`src/rtl/dpram_128x8_fifo_ctrl.sv`:
```
// FIFO controller for an external 128x8 dual-port RAM with registered read data.
// The output word register is the RAM read register itself, so capacity is 128 + 1.
module dpram_128x8_fifo_ctrl #(
    parameter int unsigned AFULL_LEVEL = 120
) (
    input  logic       clk,
    input  logic       reset,
    input  logic       clear,
    input  logic       push_valid,
    input  logic [0:7] push_data,
    output logic       push_ready,
    output logic       pop_valid,
    output logic [0:7] pop_data,
    input  logic       pop_ready,
    output logic       ram_wen,
    output logic [0:6] ram_waddr,
    output logic [0:7] ram_data_in,
    output logic       ram_ren,
    output logic [0:6] ram_raddr,
    input  logic [0:7] ram_data_out,
    output logic [0:7] level,
    output logic       almost_full
);

    localparam logic [7:0] RAM_DEPTH = 8'd128;
    localparam logic [7:0] AFULL_L   = AFULL_LEVEL[7:0];

    logic [6:0] wptr;
    logic [6:0] rptr;
    logic [7:0] ram_count;
    logic [7:0] ram_count_nxt;
    logic       vld_p1;
    logic       vld_p1_nxt;
    logic       push_acc;
    logic       rd_issue;
    logic [7:0] level_i;

    // ram_count only covers words written on earlier edges, so a read never
    // targets the address being written in the same cycle.
    assign push_ready = !reset && (ram_count != RAM_DEPTH);
    assign push_acc   = push_valid && push_ready && !clear;
    assign rd_issue   = !reset && !clear && (ram_count != 8'd0) && (!vld_p1 || pop_ready);

    assign ram_wen     = push_acc;
    assign ram_waddr   = wptr;
    assign ram_data_in = push_data;
    assign ram_ren     = rd_issue;
    assign ram_raddr   = rptr;

    assign pop_valid   = vld_p1;
    assign pop_data    = ram_data_out;
    assign level_i     = ram_count + {7'd0, vld_p1};
    assign level       = level_i;
    assign almost_full = (level_i >= AFULL_L);

    always_comb begin
        ram_count_nxt = ram_count;
        vld_p1_nxt    = vld_p1;
        if (push_acc && !rd_issue) begin
            ram_count_nxt = ram_count + 8'd1;
        end else if (!push_acc && rd_issue) begin
            ram_count_nxt = ram_count - 8'd1;
        end
        if (rd_issue) begin
            vld_p1_nxt = 1'b1;
        end else if (pop_ready) begin
            vld_p1_nxt = 1'b0;
        end
    end

    // RAM read issue -> output word valid (RAM read register holds the data)
    always_ff @(posedge clk or posedge reset) begin
        if (reset) begin
            wptr      <= 7'd0;
            rptr      <= 7'd0;
            ram_count <= 8'd0;
            vld_p1    <= 1'b0;
        end else if (clear) begin
            wptr      <= 7'd0;
            rptr      <= 7'd0;
            ram_count <= 8'd0;
            vld_p1    <= 1'b0;
        end else begin
            if (push_acc) begin
                wptr <= wptr + 7'd1;
            end
            if (rd_issue) begin
                rptr <= rptr + 7'd1;
            end
            ram_count <= ram_count_nxt;
            vld_p1    <= vld_p1_nxt;
        end
    end

endmodule

```
`config.mk`:
```
export PLATFORM = sky130hd
export DESIGN_NAME = dpram_128x8_fifo_ctrl
export DESIGN_NICKNAME = d
export VERILOG_FILES = /design/src/rtl/dpram_128x8_fifo_ctrl.sv
export SDC_FILE = /design/constraint.sdc
export NUM_CORES = 1
export LEC_CHECK = 0
export CAP_MARGIN = 20
export CORE_UTILIZATION = 45
export DETAILED_ROUTE_END_ITERATION = 10
export PLACE_DENSITY_LB_ADDON = 0.3
export SYNTH_ARGS = -nofsm -noshare
export SYNTH_HDL_FRONTEND = slang
export SYNTH_SLANG_ARGS = --single-unit
```
`constraint.sdc`:
```
create_clock -name clk -period 3.6 [get_ports clk]
set_input_delay 0.36 -clock clk [delete_from_list [all_inputs] [get_ports clk]]
set_output_delay 0.36 -clock clk [all_outputs]
set_load 0.05 [all_outputs]
```
==> impl_metrics.tcl <==
set metrics [dict create \
    hold_viol_final 0 \
    period_share 0.858 \
    r2r_start "ram_count[4]" \
    routed_wl_um 3800 \
    clkTransAtPathRegs_ns 0.08 \
    die_w_um 65.4 \
    synth-seq-cells 23 \
    synth_flop_cell "dfrtp_1" \
    syn_inst 205 \
    grt_pass1_wl_um 6640 \
    grt_use_total 0.195 \
    reg2reg_to "ram_count[7]" \
    vias 1478 \
    p_seq_frac 0.254 \
    rsz0062_at_grt "no" \
    crit_arrival_ns 3.24 \
    first_global_vias 1420 \
    tritoncts "done" \
    powerDensity_nw_per_um2 730 \
    p_int_w 0.000769 \
    gp_congestion 0.841 \
    synth_edf_count 0 \
    cp_common_cell "nand2_1" \
    num_io_pins 64 \
    max_slew_margin 0.426 \
    synth-seq-area-share 0.318 \
    hp-class "flop to flop" \
    first_iter_violations 121 \
    fp.dieH_um 65.4 \
    clockPowerShare 0.102 \
    postSynthAreaPerCell_um2 8.83 \
    hp-start "ram_waddr[0]" \
    drtPass1Iterations 4 \
    path_cells "nor3_2 -> nand3b_2 -> nand2_1 -> nand2_1 -> ha_1 -> a211oi_1 -> o211ai_1 -> o21ai_0 -> mux2i_1 -> mux2_1" \
    cpPeakStageDelay_ns 0.50 \
    viasPerCell 5.49 \
    status "finished, final reports clean" \
    cp_max_fo 9 \
    finalSetupViolations 0 \
    setup_tns_ns 0 \
    critical_path.top_delay_family "simple AND/OR/NAND/NOR gates" \
    cap_violations 0 \
    initial_utilization 0.480 \
    yosys.area.top_type "dfrtp_1" \
    tightest_slew_ns 0.859 \
    synthArstFlopShare 1.00 \
    worst-path-buf-inv 0 \
    area_growth_pct 16.2 \
    post-cts-setup-buffers 0 \
    fillers 345 \
    yosys_warnings 0 \
    ff2ff_path_depth 10 \
    instances_no_fill 269 \
    swShare 0.499 \
    h-tree-depth 1 \
    ant_nets 0 \
    rrSetupSlack_ns 0.51 \
    post_cts_resized 0 \
    register_area_um2 576 \
    post-place-cells 265 \
    clk_latency_ns 0.26 \
    drc 0 \
    grt_overflow 0 \
    die-area_um2 4280 \
    layout.nets 254 \
    crit_required_ns 3.75 \
    fin_crit_ns 3.09 \
    grt_max_degree 26 \
    drive_above_1_share 0.0950 \
    hold_buffers 0 \
    rows 22 \
    multiInputGateArea_um2 1060 \
    io_buffers 31 \
    worstSetupPathType "flop to flop" \
    p_leak_nw 0.903 \
    slew_viol_final 0 \
    cts_max_path_buffers 2 \
    synth.top_cell.area_share 0.318 \
    clkSinkCount 23 \
    syn-cell-area_um2 1810 \
    dp_hpwl_um 2920 \
    cpMaxStageDelayCell "dfrtp_1" \
    worstHoldPathCells 2 \
    fmaxAchievable_ghz 0.324 \
    yosysUniqueCellTypes 48 \
    antennaDiodeCount 0 \
    critPathLaunchType "flop" \
    whs_endpoint "ram_waddr[0]" \
    skew_ns 0.00453 \
    cts_root_buf "clkbuf_8" \
    cp-end-kind "flop" \
    synthTopCellsByArea "dfrtp_1, ha_1, buf_4" \
    antenna_found_initial 0 \
    wl_per_cell_um 14.1 \
    p_sw_w 0.000766 \
    numCtsBuffers 3 \
    syn_nets 237 \
    ir_drop_mv 0.319 \
    core_um2 3770 \
    combPwrFrac 0.644 \
]
cells by family after synthesis:
| family | synth area share |
|---|---|
| AOI/OAI and AO/OA | 0.152 |
| DFF | 0.318 |
| muxes | 0.0173 |
| and+or+nand+nor | 0.235 |
| adders and majority gates | 0.0802 |
| buffers and inverters | 0.0961 |
| xor gates and xnor gates | 0.102 |
per-stage QoR:
stage               hold WS [ns]  area [µm²]  worst slack (ns)  power, W   util
floorplan                  0.362        1810             0.302   0.00112      -
global placement           0.523        2060             0.349   0.00138  0.546
detailed placement         0.538        2060             0.313   0.00138  0.546
CTS                        0.559        2100             0.505   0.00154  0.558
global route               0.588        2100             0.237   0.00165  0.558
finish                     0.546        2100             0.510   0.00154  0.558
worst max-delay path by stage:
| stage | start | to | slack (ns) | cells past startpoint |
|---|---|---|---|---|
| 6_report | ram_count[4] | ram_count[7] | 0.51 | 10 |
| 2_1_floorplan | ram_count[2] | ram_count[7] | 0.30 | 11 |
| 3_3_place_gp | reset | ram_count[7] | 0.35 | 11 |
| 3_5_place_dp | reset | ram_count[7] | 0.31 | 11 |
| 5_1_grt | ram_count[4] | ram_count[7] | 0.24 | 10 |
| 4_1_cts | ram_count[6] | ram_count[7] | 0.50 | 10 |
power by group through the flow:
| stage | clock network (W) | registers (W) | logic [W] |
|---|---|---|---|
| after floorplan | 0 | 0.000385 | 0.000739 |
| after global placement | 0 | 0.000394 | 0.000985 |
| after detailed placement | 0 | 0.000394 | 0.000988 |
| after CTS | 0.000163 | 0.000389 | 0.000993 |
| after global routing | 0.000170 | 0.000400 | 0.00108 |
| final | 0.000156 | 0.000390 | 0.000989 |
cells in the mapped netlist (2+ instances only):
library cell	count
a211oi_1	2
a21boi_1	2
a21oi_1	12
and2_1	2
and3_1	3
and3b_1	3
buf_2	4
buf_4	16
clkbuf_1	2
dfrtp_1	23
ha_1	10
inv_1	5
mux2i_1	2
nand2_1	12
nand2b_1	2
nand3_1	12
nand4_1	5
nor2_1	19
nor2b_1	7
nor3_1	2
nor3_2	2
o211ai_1	3
o21ai_0	6
o21ai_1	6
xnor2_1	10
xor2_1	11
routing by layer:
layer  up-vias  global-route usage  routed length (µm)  share of wire
met5         -                   0                   0              0
li1        734                   -                   -              -
met2        47               0.303                1720           0.45
met1       695               0.277                1810           0.48
met3         2              0.0417                 248          0.065
met4         0              0.0435                  21         0.0055
registers in the layout, summed over array words and instances, names as in the netlist:
register,flops
pop_valid,1
ram_raddr,7
ram_waddr,7
ram_count,8
placed cells by master (no fill, tap or decap), types with 5 or more instances in the layout:
cell / count
a21oi_1: 12
buf_4: 5
clkdlybuf4s50_1: 30
dfrtp_1: 23
ha_1: 10
inv_1: 5
nand2_1: 12
nand3_1: 12
nand4_1: 5
nor2_1: 19
nor2b_1: 6
o21ai_0: 6
o21ai_1: 6
xnor2_1: 10
xor2_1: 11
worst reg2reg max path, delay by kind of cell, from the launching register on:
kind / cells / cell delay [ns]
adders and majority gates: 1 / 0.35
and+or+nand+nor: 4 / 1.05
AOI/OAI and AO/OA: 3 / 0.51
muxes: 2 / 0.57
DFF: 1 / 0.50
area by class of cell:
class / count / share of cell area
Sequential cell: 23 / 0.273
Inverter: 6 / 0.0107
Multi-Input combinational cell: 153 / 0.505
Tap cell: 48 / 0.0285
Timing Repair Buffer: 35 / 0.161
Clock buffer: 4 / 0.0214
(Power assumes the default switching activity.)
